File: config.mk
export PLATFORM = sky130hd
export DESIGN_NAME = ddd_vertex_feeder
export DESIGN_NICKNAME = d
export VERILOG_FILES = /design/src/rtl/ddd_pkg.sv /design/src/rtl/ddd_translate_cull.sv /design/src/rtl/ddd_vertex_feeder.sv
export SDC_FILE = /design/constraint.sdc
export NUM_CORES = 1
export LEC_CHECK = 0
export BUFFER_PORTS_ARGS = -buffer_cell sky130_fd_sc_hd__buf_2
export CAP_MARGIN = 25
export CORE_MARGIN = 1
export CORE_UTILIZATION = 50
export CTS_CLUSTER_SIZE = 10
export DETAILED_ROUTE_END_ITERATION = 7
export PLACE_DENSITY = 0.77
export SKIP_CTS_REPAIR_TIMING = 1
export SYNTH_ARGS = -nofsm -noshare
export SYNTH_HDL_FRONTEND = slang
export SYNTH_SLANG_ARGS = --single-unit
File: constraint.sdc
create_clock -name clk -period 7.8 [get_ports clk]
set_input_delay 0.78 -clock clk [delete_from_list [all_inputs] [get_ports clk]]
set_output_delay 0.78 -clock clk [all_outputs]
set_load 0.02 [all_outputs]
File: src/rtl/ddd_pkg.sv
// Shared types and field layout for the vertex-stream producer.
package ddd_pkg;

  localparam int unsigned COORD_W   = 16;
  localparam int unsigned VTX_W     = 3 * COORD_W;
  localparam int unsigned COLOR_W   = 16;
  localparam int unsigned TRI_W     = COLOR_W + 3 * VTX_W;

  // Bit offsets of each field inside the 160b triangle word
  localparam int unsigned COLOR_LSB = 3 * VTX_W;
  localparam int unsigned V1_LSB    = 2 * VTX_W;
  localparam int unsigned V2_LSB    = VTX_W;
  localparam int unsigned V3_LSB    = 0;

  typedef struct packed {
    logic signed [COORD_W-1:0] x;
    logic signed [COORD_W-1:0] y;
    logic signed [COORD_W-1:0] z;
  } vertex_t;

  typedef struct packed {
    logic [COLOR_W-1:0] color;
    vertex_t            v1;
    vertex_t            v2;
    vertex_t            v3;
  } tri_in_t;

  typedef enum logic [2:0] {
    ST_IDLE = 3'd0,
    ST_V1   = 3'd1,
    ST_V2   = 3'd2,
    ST_V3   = 3'd3,
    ST_DONE = 3'd4
  } feeder_state_e;

endpackage

File: src/rtl/ddd_translate_cull.sv
// Camera subtract for one triangle plus the "projector can divide it" test.
module ddd_translate_cull
  import ddd_pkg::*;
#(
  parameter int unsigned LOG_Z0 = 7,
  parameter int          Z_NEAR = 16
) (
  input  tri_in_t tri_in,
  input  vertex_t cam,
  output vertex_t v1,
  output vertex_t v2,
  output vertex_t v3,
  output logic    cull
);

  localparam logic signed [COORD_W:0] LIM  = (COORD_W+1)'(1 << (16 - LOG_Z0));
  localparam logic signed [COORD_W:0] ZMIN = (COORD_W+1)'(Z_NEAR);

  // Returns {cull, translated vertex}; diffs kept at 17b so overflow is exact
  function automatic logic [VTX_W:0] xlate(input vertex_t v, input vertex_t c);
    logic signed [COORD_W:0] dx, dy, dz;
    logic bad;
    dx  = $signed({v.x[COORD_W-1], v.x}) - $signed({c.x[COORD_W-1], c.x});
    dy  = $signed({v.y[COORD_W-1], v.y}) - $signed({c.y[COORD_W-1], c.y});
    dz  = $signed({v.z[COORD_W-1], v.z}) - $signed({c.z[COORD_W-1], c.z});
    bad = (dx[COORD_W] ^ dx[COORD_W-1]) | (dy[COORD_W] ^ dy[COORD_W-1]) |
          (dz[COORD_W] ^ dz[COORD_W-1]) |
          (dx >= LIM) | (dx <= -LIM) | (dy >= LIM) | (dy <= -LIM) |
          (dz < ZMIN);
    return {bad, dx[COORD_W-1:0], dy[COORD_W-1:0], dz[COORD_W-1:0]};
  endfunction

  logic c1, c2, c3;

  // Translate all three vertices; any single bad vertex culls the triangle
  always_comb begin
    {c1, v1} = xlate(tri_in.v1, cam);
    {c2, v2} = xlate(tri_in.v2, cam);
    {c3, v3} = xlate(tri_in.v3, cam);
    cull     = c1 | c2 | c3;
  end

endmodule

File: src/rtl/ddd_vertex_feeder.sv
// Triangle-to-vertex serializer feeding the projector, with culling and frame stats.
module ddd_vertex_feeder
  import ddd_pkg::*;
#(
  parameter int unsigned LOG_Z0 = 7,
  parameter int          Z_NEAR = 16,
  parameter int unsigned CNT_W  = 16
) (
  input  logic               clk,
  input  logic               rst_n,
  input  logic               tri_valid,
  output logic               tri_ready,
  input  logic [TRI_W-1:0]   tri_data,
  input  logic               tri_last,
  input  logic [VTX_W-1:0]   cam_pos,
  output logic [VTX_W-1:0]   vertex,
  output logic [COLOR_W-1:0] color,
  output logic               new_triangle_out,
  output logic               done_out,
  output logic [CNT_W-1:0]   emitted_cnt,
  output logic [CNT_W-1:0]   culled_cnt
);

  feeder_state_e state, state_nxt;

  tri_in_t tri_in;
  vertex_t cam_reg, cam_eff;
  vertex_t t1, t2, t3;
  logic    cull;
  vertex_t cur_v2, cur_v3;
  logic    cur_last;
  logic    in_frame;
  logic    accept, first;

  logic [VTX_W-1:0]   vertex_nxt;
  logic [COLOR_W-1:0] color_nxt;
  logic               new_nxt, done_nxt, ready_nxt;

  function automatic logic [CNT_W-1:0] sat_inc(input logic [CNT_W-1:0] c);
    return (&c) ? c : c + CNT_W'(1);
  endfunction

  assign tri_in = tri_in_t'({tri_data[COLOR_LSB +: COLOR_W], tri_data[V1_LSB +: VTX_W],
                             tri_data[V2_LSB +: VTX_W], tri_data[V3_LSB +: VTX_W]});

  // Camera is taken live on the opening accept of a frame, latched afterwards
  assign cam_eff = in_frame ? cam_reg : vertex_t'(cam_pos);
  assign accept  = tri_valid & tri_ready;
  assign first   = accept & ~in_frame;

  ddd_translate_cull #(
    .LOG_Z0 (LOG_Z0),
    .Z_NEAR (Z_NEAR)
  ) u_xlate (
    .tri_in (tri_in),
    .cam    (cam_eff),
    .v1     (t1),
    .v2     (t2),
    .v3     (t3),
    .cull   (cull)
  );

  // State register
  always_ff @(posedge clk or negedge rst_n) begin
    if (!rst_n) state <= ST_IDLE;
    else        state <= state_nxt;
  end

  // Next-state: V3 behaves like IDLE for a new accept unless it closes the frame
  always_comb begin
    state_nxt = state;
    case (state)
      ST_IDLE, ST_V3: begin
        if (state == ST_V3 && cur_last) state_nxt = ST_DONE;
        else if (accept)                state_nxt = cull ? (tri_last ? ST_DONE : ST_IDLE) : ST_V1;
        else                            state_nxt = ST_IDLE;
      end
      ST_V1:   state_nxt = ST_V2;
      ST_V2:   state_nxt = ST_V3;
      ST_DONE: state_nxt = ST_IDLE;
      default: state_nxt = ST_IDLE;
    endcase
  end

  // Output decode of the upcoming state, registered below
  always_comb begin
    vertex_nxt = '0;
    color_nxt  = '0;
    new_nxt    = 1'b0;
    done_nxt   = 1'b0;
    ready_nxt  = 1'b0;
    case (state_nxt)
      ST_IDLE: ready_nxt = 1'b1;
      ST_V1: begin
        vertex_nxt = t1;
        color_nxt  = tri_in.color;
        new_nxt    = 1'b1;
      end
      ST_V2: begin
        vertex_nxt = cur_v2;
        color_nxt  = color;
      end
      ST_V3: begin
        vertex_nxt = cur_v3;
        color_nxt  = color;
        ready_nxt  = ~cur_last;
      end
      ST_DONE: done_nxt = 1'b1;
      default: ;
    endcase
  end

  // Registered outputs toward the projector
  always_ff @(posedge clk or negedge rst_n) begin
    if (!rst_n) begin
      vertex           <= '0;
      color            <= '0;
      new_triangle_out <= 1'b0;
      done_out         <= 1'b0;
      tri_ready        <= 1'b0;
    end else begin
      vertex           <= vertex_nxt;
      color            <= color_nxt;
      new_triangle_out <= new_nxt;
      done_out         <= done_nxt;
      tri_ready        <= ready_nxt;
    end
  end

  // Accepted-triangle hold, frame camera and per-frame saturating statistics
  always_ff @(posedge clk or negedge rst_n) begin
    if (!rst_n) begin
      cam_reg     <= '0;
      cur_v2      <= '0;
      cur_v3      <= '0;
      cur_last    <= 1'b0;
      in_frame    <= 1'b0;
      emitted_cnt <= '0;
      culled_cnt  <= '0;
    end else begin
      if (first) cam_reg <= vertex_t'(cam_pos);
      if (accept) begin
        cur_v2   <= t2;
        cur_v3   <= t3;
        cur_last <= tri_last;
      end
      if (state == ST_DONE) in_frame <= 1'b0;
      else if (accept)      in_frame <= 1'b1;
      if (accept && !cull)  emitted_cnt <= first ? CNT_W'(1) : sat_inc(emitted_cnt);
      else if (first)       emitted_cnt <= '0;
      if (accept && cull)   culled_cnt  <= first ? CNT_W'(1) : sat_inc(culled_cnt);
      else if (first)       culled_cnt  <= '0;
    end
  end

endmodule

==> flow_summary.json, run 1 <==
{
  "die_w_um": 199,
  "min_path_type": "input pin to asynchronous set/reset pin",
  "async_flop_share_pct": 100,
  "fmax_ghz": 0.145,
  "synthDistinctLibCells": 88,
  "irDropWorstVdd_uv": 190,
  "p_leak_nw": 11.0,
  "place_hpwl_um": 49600,
  "endpoint_kind": "flip-flop",
  "cp-start-kind": "flip-flop",
  "die_area_mm2": 0.0398,
  "cts.sinks": 248,
  "antenna_found_initial": 0,
  "maxCapViolCount": 0,
  "worstSetupPathType": "flip-flop to flip-flop",
  "die_height_um": 199,
  "synth_top_cell_by_area": "dfrtp_1",
  "cp_num_cells": 24,
  "fin_crit_ns": 6.87,
  "clockBufferDepth": 3,
  "cp.arrival_ns": 7.36,
  "synth-seq-cells": 248,
  "fin_nets": 2967,
  "firstDrtPassIters": 5,
  "slew_headroom_pct": 30.4,
  "slowest_delay_ns": 0.70,
  "status": "finished clean",
  "synth_ff_type": "dfrtp_1",
  "crit_buf_inv": 1,
  "start_util_pct": 51.3,
  "std_cell_rows": 71,
  "setup_violations": 0,
  "netlist_instances": 2311,
  "drt_iter0_markers": 1428,
  "synth_common_cells": "385 x nand2_1, 248 x dfrtp_1, 163 x ha_1",
  "rsz0062_at_grt": "no",
  "grtUsageTotal_pct": 31.7,
  "total_power_mw": 6.36,
  "grt_max_degree": 112,
  "worstRegToRegCells": 24,
  "grt_pass1_wl_um": 99200,
  "synth_area_per_cell_um2": 8.44,
  "powerDensity_mw_per_mm2": 284,
  "fillCellCount": 3472,
  "tns_ns": 0,
  "clkLatencyLatePin_ns": 0.58,
  "grt_pass1_vias": 18300,
  "critical-path-slowest-cell": "dfrtp_4",
  "yosysWarnings": 0,
  "tightest_slew_ns": 1.03,
  "grt_overflow": 0,
  "yosysTopAreaCellShare_pct": 31.8,
  "vias": 19200,
  "netlist_top_cells_area": "dfrtp_1 32%, ha_1 10%, nand2_1 7.4%, o21ai_0 3.9%, a21oi_1 3.4%",
  "fin_skew_ns": 0.0162,
  "slew_viol_final": 0,
  "drive_gt1_share_pct": 17.2,
  "totalWireLength_um": 63900,
  "worstPathRequired_ns": 8.28,
  "gp_congestion": 0.976,
  "antennaDiodeCount": 0,
  "crit_family": "simple AND/OR/NAND/NOR gates",
  "hold_viol": 0,
  "routedWlPerCell_um": 20.6,
  "syn_to_final_growth_pct": 15.0,
  "numCtsBuffers": 31,
  "syn_area_mm2": 0.0195,
  "ant_nets": 0,
  "crit_chain": "mux2i_1 > ha_1 > o21ai_0 > a21oi_1 > or3_1 > a21oi_1 > nor2b_1 > o21ai_0 > nand2b_1 > a21o_1 > a21oi_1 > xor2_1 > ha_1 > o211ai_1 > or4_1 > nor4_1 > a41oi_1 > xor2_1 > a211oi_1 > nor2b_1 > and4b_1 > nand2b_2 > buf_4 > o21ai_0",
  "cp_max_fo": 31,
  "synth.most_common_cell": "nand2_1",
  "io_buffers": 310,
  "yosysSeqAreaShare_pct": 31.8,
  "io_pins": 311,
  "drc": 0,
  "h-tree-depth": 1,
  "root_buffer": "clkbuf_16",
  "synth-edff-count": 0,
  "viasPerCell": 6.19,
  "fin_crit_sh_pct": 88.1,
  "core_area_mm2": 0.0380,
  "clkTransAtPathRegs_ns": 0.06,
  "synth_nets": 2695,
  "cts_tree": "done"
}
[worst register-to-register path, cell delays in order (launching register included)]
cell      delay, ns
dfrtp_4        0.70
mux2i_1        0.40
ha_1           0.34
o21ai_0        0.32
a21oi_1        0.16
or3_1          0.33
a21oi_1        0.29
nor2b_1        0.08
o21ai_0        0.16
nand2b_1       0.11
a21o_1         0.19
a21oi_1        0.16
xor2_1         0.26
ha_1           0.23
o211ai_1       0.08
or4_1          0.53
nor4_1         0.17
a41oi_1        0.17
xor2_1         0.21
a211oi_1       0.31
nor2b_1        0.25
and4b_1        0.42
nand2b_2       0.34
buf_4          0.36
o21ai_0        0.22
[cells in the final DEF, fill, tap and decap left out, drive strengths merged, types with 26 or more instances in the layout]
| cell type | netlist | routed |
|---|---|---|
| a21o | 45 | 45 |
| a21oi | 133 | 133 |
| a22oi | 48 | 48 |
| and3 | 36 | 36 |
| buf | 23 | 337 |
| clkbuf | 75 | 40 |
| dfrtp | 248 | 248 |
| ha | 163 | 163 |
| inv | 86 | 87 |
| mux2i | 54 | 54 |
| nand2 | 385 | 385 |
| nand2b | 31 | 31 |
| nand3 | 61 | 61 |
| nand4 | 41 | 41 |
| nor2 | 86 | 86 |
| nor2b | 26 | 26 |
| nor3 | 58 | 58 |
| o21ai | 186 | 186 |
| xnor2 | 45 | 45 |
| xor2 | 38 | 38 |
[layer usage]
metal	routed length [um]	part of all wire (%)	vias up	GRT usage, %
met5	0	0	-	0
met4	1970	3.1	0	9.73
met3	4620	7.2	113	4.15
met2	29500	46	806	52.0
met1	27800	43	9204	43.4
li1	-	-	9114	-
[cell families (layout without fill, tap and decap cells)]
logic type	after synthesis	count (layout)	share of synthesized area [%]
simple gates	874	874	22.2
buf+inv	184	469	3.96
flops	248	248	31.8
fa+ha+maj	172	172	11.4
xor+xnor	83	83	3.73
mux	63	63	3.29
compound gates	687	687	23.6
[power breakdown]
part	leakage (nW)	internal (mW)	switching [mW]
registers	3.19	1.59	0.209
logic	7.38	1.24	2.03
clock network	0.433	0.750	0.552
total	11.0	3.57	2.79
[cell type report]
class | count | area, um2 | area share (%)
multi-input combinational | 1879 | 12600 | 56.0
tap | 511 | 639 | 2.85
clock inverter | 6 | 38.8 | 0.173
sequential | 248 | 6210 | 27.7
inverter | 86 | 328 | 1.46
clock buffer | 40 | 850 | 3.79
timing repair buffer | 337 | 1800 | 8.01
[metrics by stage]
stage / instances / setup WS [ns] / cell area [um2] / hold WS (ns) / util, %
after global routing: 3107 / 0.357 / 22400 / 0.339 / 59.0
final: 3107 / 0.926 / 22400 / 0.281 / 59.0
after detailed placement: 3060 / 0.907 / 21500 / 0.462 / 56.6
after floorplan: 2311 / 1.48 / 19500 / 0.440 / -
after global placement: 3060 / 1.15 / 21500 / 0.454 / 56.6
after CTS: 3106 / 0.951 / 22400 / 0.319 / 58.9
[path summary, 6_finish.rpt]
path / start / endpoint / slack, ns
max: in_frame$_DFFE_PN0P_ / vertex[27]$_DFF_PN0_ / 0.93
min: rst_n / vertex[2]$_DFF_PN0_ / 0.28
max reg2reg: in_frame$_DFFE_PN0P_ / vertex[27]$_DFF_PN0_ / 0.93
min reg2reg: cam_reg[41]$_DFFE_PN0P_ / cam_reg[41]$_DFFE_PN0P_ / 0.47
max in group asynchronous: rst_n / culled_cnt[1]$_DFFE_PN0P_ / 6.05
min in group clk: cam_pos[39] / cam_reg[39]$_DFFE_PN0P_ / 0.41
Note: power is estimated with default switching activity, not from simulation.
==> inputs of run 2 (changes only) <==
--- a/config.mk
+++ b/config.mk
@@ -14,2 +14,3 @@
 export PLACE_DENSITY = 0.77
+export REMOVE_ABC_BUFFERS = 1
 export SKIP_CTS_REPAIR_TIMING = 1
==> constraint.sdc (replaced) <==
create_clock -name clk -period 7.8 [get_ports clk]
set_input_delay 0.39 -clock clk [delete_from_list [all_inputs] [get_ports clk]]
set_output_delay 0.39 -clock clk [all_outputs]
set_load 0.02 [all_outputs]
==> run 2 against run 1 <==
Sequential share of layout area about the same. Sequential power about the same. Fmax decreased by 4.1%. Die area unchanged. Largest cell class unchanged. Register-to-register slack got worse by 0.29 ns. Highest routed layer unchanged. Sequential cell count unchanged.
==> flow_summary.json, run 2 (synthesized netlist as in run 1, its figures left out) <==
{
  "status": "finished clean",
  "grt_max_degree": 167,
  "fmax_ghz": 0.140,
  "antennaDiodeCount": 0,
  "vias": 19000,
  "die_height_um": 199,
  "clkTransAtPathRegs_ns": 0.06,
  "grtUsageTotal_pct": 30.9,
  "worstRegToRegCells": 25,
  "fin_crit_sh_pct": 91.9,
  "rsz0062_at_grt": "no",
  "slew_headroom_pct": 36.0,
  "cts_tree": "done",
  "layout_common_cells": "384 x nand2_1, 309 x buf_2, 247 x dfrtp_1, 163 x ha_1, 152 x o21ai_0",
  "clockBufferDepth": 3,
  "cp-start-kind": "flip-flop",
  "cp.arrival_ns": 7.66,
  "fin_cells": 3101,
  "viasPerCell": 6.12,
  "antenna_found_initial": 0,
  "setup_violations": 0,
  "grt_pass1_vias": 18100,
  "grt_overflow": 0,
  "totalWireLength_um": 63000,
  "gp_congestion": 0.938,
  "r2r_setup_slack_ns": 0.63,
  "placed_area_mm2": 0.0214,
  "reg2reg_from": "in_frame$_DFFE_PN0P_",
  "fin_skew_ns": 0.0146,
  "tightest_slew_ns": 0.958,
  "hold_depth": 3,
  "ant_nets": 0,
  "cts.sinks": 248,
  "core_area_mm2": 0.0380,
  "holdPathEnd": "cam_reg[10]$_DFFE_PN0P_",
  "fin_nets": 2958,
  "die_area_mm2": 0.0398,
  "holdWs_ns": 0.0147,
  "grt_pass1_wl_um": 96600,
  "firstDrtPassIters": 6,
  "drive_gt1_share_pct": 16.9,
  "p_leak_nw": 11.0,
  "fin_crit_ns": 7.17,
  "numCtsBuffers": 31,
  "endpoint_kind": "flip-flop",
  "tns_ns": 0,
  "cp_max_fo": 24,
  "total_power_mw": 6.37,
  "die_w_um": 199,
  "final_common_cell": "nand2_1",
  "syn_to_final_growth_pct": 14.8,
  "final_area_mm2": 0.0224,
  "hold_viol": 0,
  "clkLatencyLatePin_ns": 0.58,
  "maxCapViolCount": 0,
  "slew_viol_final": 0,
  "worstSetupPathType": "flip-flop to flip-flop",
  "drc": 0,
  "drt_iter0_markers": 1495,
  "std_cell_rows": 71,
  "start_util_pct": 51.3,
  "rr_endpoint": "vertex[30]$_DFF_PN0_",
  "place_hpwl_um": 48700,
  "min_path_type": "input pin to flip-flop",
  "h-tree-depth": 1,
  "root_buffer": "clkbuf_16",
  "min_from": "cam_pos[10]",
  "routedWlPerCell_um": 20.3,
  "io_pins": 311,
  "dp.cells": 3051,
  "powerDensity_mw_per_mm2": 285,
  "irDropWorstVdd_uv": 192,
  "io_buffers": 310,
  "worstPathRequired_ns": 8.29
}
-- run 2: worst max path at each step --
stage	cells after the start	slack, ns	startpoint	end
floorplan	24	0.08	in_frame$_DFFE_PN0P_	tri_ready$_DFF_PN0_
global placement	25	0.98	in_frame$_DFFE_PN0P_	vertex[30]$_DFF_PN0_
detailed placement	25	0.71	in_frame$_DFFE_PN0P_	vertex[30]$_DFF_PN0_
CTS	25	0.70	in_frame$_DFFE_PN0P_	vertex[30]$_DFF_PN0_
global route	25	0.12	in_frame$_DFFE_PN0P_	vertex[30]$_DFF_PN0_
finish	25	0.63	in_frame$_DFFE_PN0P_	vertex[30]$_DFF_PN0_
-- run 2: cell type report --
type / instances / area, um2
flip-flops and latches: 248 / 6210
repair buffers: 328 / 1710
clock buffers: 44 / 885
fillers: 3475 / 15600
well taps: 511 / 639
clock inverters: 5 / 53.8
multi-input cells: 1879 / 12600
inverters: 86 / 328
-- run 2: metal layers --
| metal | routed length (um) | vias to the layer above | global-route usage [%] |
|---|---|---|---|
| li1 | - | 9067 | - |
| met1 | 28700 | 9087 | 43.0 |
| met2 | 28300 | 702 | 49.4 |
| met3 | 3970 | 109 | 4.17 |
| met4 | 1950 | 0 | 9.87 |
| met5 | 0 | - | 0 |
-- run 2: stage by stage --
stage,setup slack (ns),utilization [%]
6_report,0.634,58.9
5_1_grt,0.119,58.9
4_1_cts,0.700,58.8
3_5_place_dp,0.707,56.4
3_3_place_gp,0.984,56.4
2_1_floorplan,0.0801,-
-- run 2: power by group --
group	switching [mW]	total, mW	internal [mW]
registers	0.193	1.78	1.59
clock network	0.559	1.36	0.806
logic	2.01	3.23	1.22
-- run 2: critical path, stage by stage, from the launching register on --
cell	delay (ns)
dfrtp_4	0.55
buf_4	0.46
mux2i_1	0.39
ha_1	0.36
nand4_1	0.15
nor2_1	0.06
a211o_1	0.27
a21oi_1	0.33
nor2b_1	0.09
o21ai_0	0.18
nand2b_1	0.12
a21o_1	0.19
a21oi_1	0.16
xor2_1	0.28
ha_1	0.22
o211ai_1	0.09
or4_1	0.52
nor4_1	0.21
a41oi_1	0.17
xor2_1	0.20
a211oi_1	0.29
nor2b_1	0.23
and4b_1	0.44
nand2b_2	0.47
buf_4	0.41
o21ai_0	0.20
==> inputs of run 3 (changes only) <==
--- a/config.mk
+++ b/config.mk
@@ -16,2 +16,3 @@
 export SKIP_CTS_REPAIR_TIMING = 1
+export SLEW_MARGIN = 20
 export SYNTH_ARGS = -nofsm -noshare
==> constraint.sdc (replaced) <==
create_clock -name clk -period 7.8 [get_ports clk]
set_input_delay 2.34 -clock clk [delete_from_list [all_inputs] [get_ports clk]]
set_output_delay 2.34 -clock clk [all_outputs]
set_load 0.02 [all_outputs]
==> run 3 against run 2 <==
Cell count up 2.3%. Worst hold slack better by 0.46 ns. Power up 6.0%. Count of clock-buffer cells in the layout up 3. Critical path type is now input pin to flip-flop. Critical endpoint is now color[8]$_DFFE_PN0N_.
==> flow_summary.json, run 3 (synthesized netlist as in run 1, its figures left out) <==
{
  "fmax_ghz": 0.137,
  "pwr-share-comb_pct": 49.5,
  "antenna_found_initial": 1,
  "final_util_pct": 60.7,
  "tns_ns": 0,
  "die_height_um": 199,
  "cp.arrival_ns": 7.80,
  "dp_slack_ns": -0.0310,
  "hold_viol": 0,
  "root_buffer": "clkbuf_16",
  "routedWlPerCell_um": 20.0,
  "grt_max_degree": 150,
  "status": "finished clean",
  "tightest_slew_ns": 1.02,
  "gp_congestion": 0.983,
  "fin_skew_ns": 0.0160,
  "std_cell_rows": 71,
  "p_switching_mw": 2.84,
  "p_leak_nw": 11.4,
  "numCtsBuffers": 35,
  "ant_nets": 0,
  "place_hpwl_um": 48600,
  "holdWs_ns": 0.471,
  "h-tree-depth": 2,
  "fillCellCount": 3452,
  "grtUsageTotal_pct": 31.8,
  "totalWireLength_um": 63500,
  "io_pins": 311,
  "die_w_um": 199,
  "viasPerCell": 6.06,
  "cp_max_fo": 23,
  "placed_area_mm2": 0.0219,
  "fin_nets": 3022,
  "clkTransAtPathRegs_ns": 0.05,
  "timing.final.ws_setup_ns": 0.478,
  "seq_power_share_pct": 26.3,
  "grt_overflow": 0,
  "irDropWorstVdd_uv": 200,
  "final_area_mm2": 0.0231,
  "clockBufferDepth": 3,
  "drt_iter0_markers": 1446,
  "cts_tree": "done",
  "final_common_cell": "nand2_1",
  "setup_violations": 0,
  "clock_power_share_pct": 24.2,
  "grt_pass1_wl_um": 99400,
  "worstPathRequired_ns": 8.28,
  "cp-start-kind": "input pin",
  "rsz0062_at_grt": "no",
  "syn_to_final_growth_pct": 18.3,
  "vias": 19200,
  "core_area_mm2": 0.0380,
  "swShare_pct": 42.1,
  "drive_gt1_share_pct": 19.2,
  "io_buffers": 310,
  "drc": 0,
  "worstSetupPathType": "input pin to flip-flop",
  "fin_crit_sh_pct": 93.9,
  "maxCapViolCount": 0,
  "die_area_mm2": 0.0398,
  "clkLatencyLatePin_ns": 0.55,
  "cts.sinks": 248,
  "min_path_type": "flip-flop to flip-flop",
  "slew_viol_final": 0,
  "grt_pass1_vias": 18500,
  "fin_crit_ns": 7.32,
  "start_util_pct": 51.3,
  "layout_common_cells": "384 x nand2_1, 309 x buf_2, 247 x dfrtp_1, 163 x ha_1, 151 x o21ai_0",
  "internal_power_mw": 3.92,
  "endpoint_kind": "flip-flop",
  "slew_headroom_pct": 31.8,
  "powerDensity_mw_per_mm2": 293,
  "firstDrtPassIters": 5
}
## run 3: changes by cell type in the layout (fill, tap and decap cells not counted), sizes merged
cell / before / now
diode: 0 / 1
clkinv: 3 / 5
buf: 327 / 388
bufinv: 1 / 4
clkbuf: 44 / 47
inv: 87 / 89
dlygate4sd3: 1 / 0
## run 3: final cells by class
class / instances / area (um2) / share of cell area, %
Sequential cell: 248 / 6210 / 26.9
Antenna cell: 1 / 2.50 / 0.0108
Timing Repair Buffer: 388 / 2170 / 9.41
Multi-Input combinational cell: 1879 / 12600 / 54.5
Clock inverter: 12 / 175 / 0.759
Inverter: 86 / 328 / 1.42
Clock buffer: 47 / 981 / 4.25
Tap cell: 511 / 639 / 2.77
## run 3: through the flow
stage	instances	total power, mW
after global routing	3171	7.21
final	3172	6.76
after floorplan	2213	4.03
after CTS	3171	6.73
after global placement	3112	4.99
after detailed placement	3112	5.06
## run 3: per-layer routing
| layer | GRT usage [%] | up-vias | wire [um] |
|---|---|---|---|
| li1 | - | 9193 | - |
| met4 | 11.7 | 2 | 2010 |
| met1 | 43.6 | 9182 | 28000 |
| met5 | 0 | - | 16 |
| met3 | 4.12 | 120 | 4370 |
| met2 | 51.2 | 738 | 29100 |
## run 3: power by group through the flow
stage,Combinational (mW),Sequential (mW),Clock [mW]
after floorplan,2.26,1.76,0
after global placement,3.21,1.78,0
after detailed placement,3.26,1.79,0
after CTS,3.29,1.78,1.66
after global routing,3.68,1.81,1.71
final,3.35,1.78,1.63
## run 3: critical path, stage by stage
cell      delay, ns
buf_2          0.10
mux2i_1        0.20
buf_4          0.17
ha_1           0.23
a21oi_1        0.33
nor2_1         0.11
a211o_1        0.29
a21oi_1        0.21
nor2b_1        0.07
o21ai_0        0.15
nand2b_1       0.10
a21o_1         0.18
a21oi_1        0.16
xor2_1         0.22
ha_1           0.19
o211ai_1       0.09
or4_1          0.52
nor4_1         0.19
a41oi_1        0.17
xor2_1         0.24
a211oi_1       0.30
nor2b_1        0.31
and4b_1        0.30
nand2b_2       0.16
inv_6          0.25
a22o_1         0.20
## run 3: worst paths after layout
kind / startpoint / to / slack [ns] / cells after the start
max: cam_pos[6] / color[8]$_DFFE_PN0N_ / 0.48 / 26
min: cam_reg[32]$_DFFE_PN0P_ / cam_reg[32]$_DFFE_PN0P_ / 0.47 / 2
max reg2reg: in_frame$_DFFE_PN0P_ / color[8]$_DFFE_PN0N_ / 1.11 / 25
min reg2reg: cam_reg[32]$_DFFE_PN0P_ / cam_reg[32]$_DFFE_PN0P_ / 0.47 / 2
max in group asynchronous: rst_n / in_frame$_DFFE_PN0P_ / 4.57 / 2
min in group asynchronous: rst_n / cam_reg[14]$_DFFE_PN0P_ / 1.83 / 1
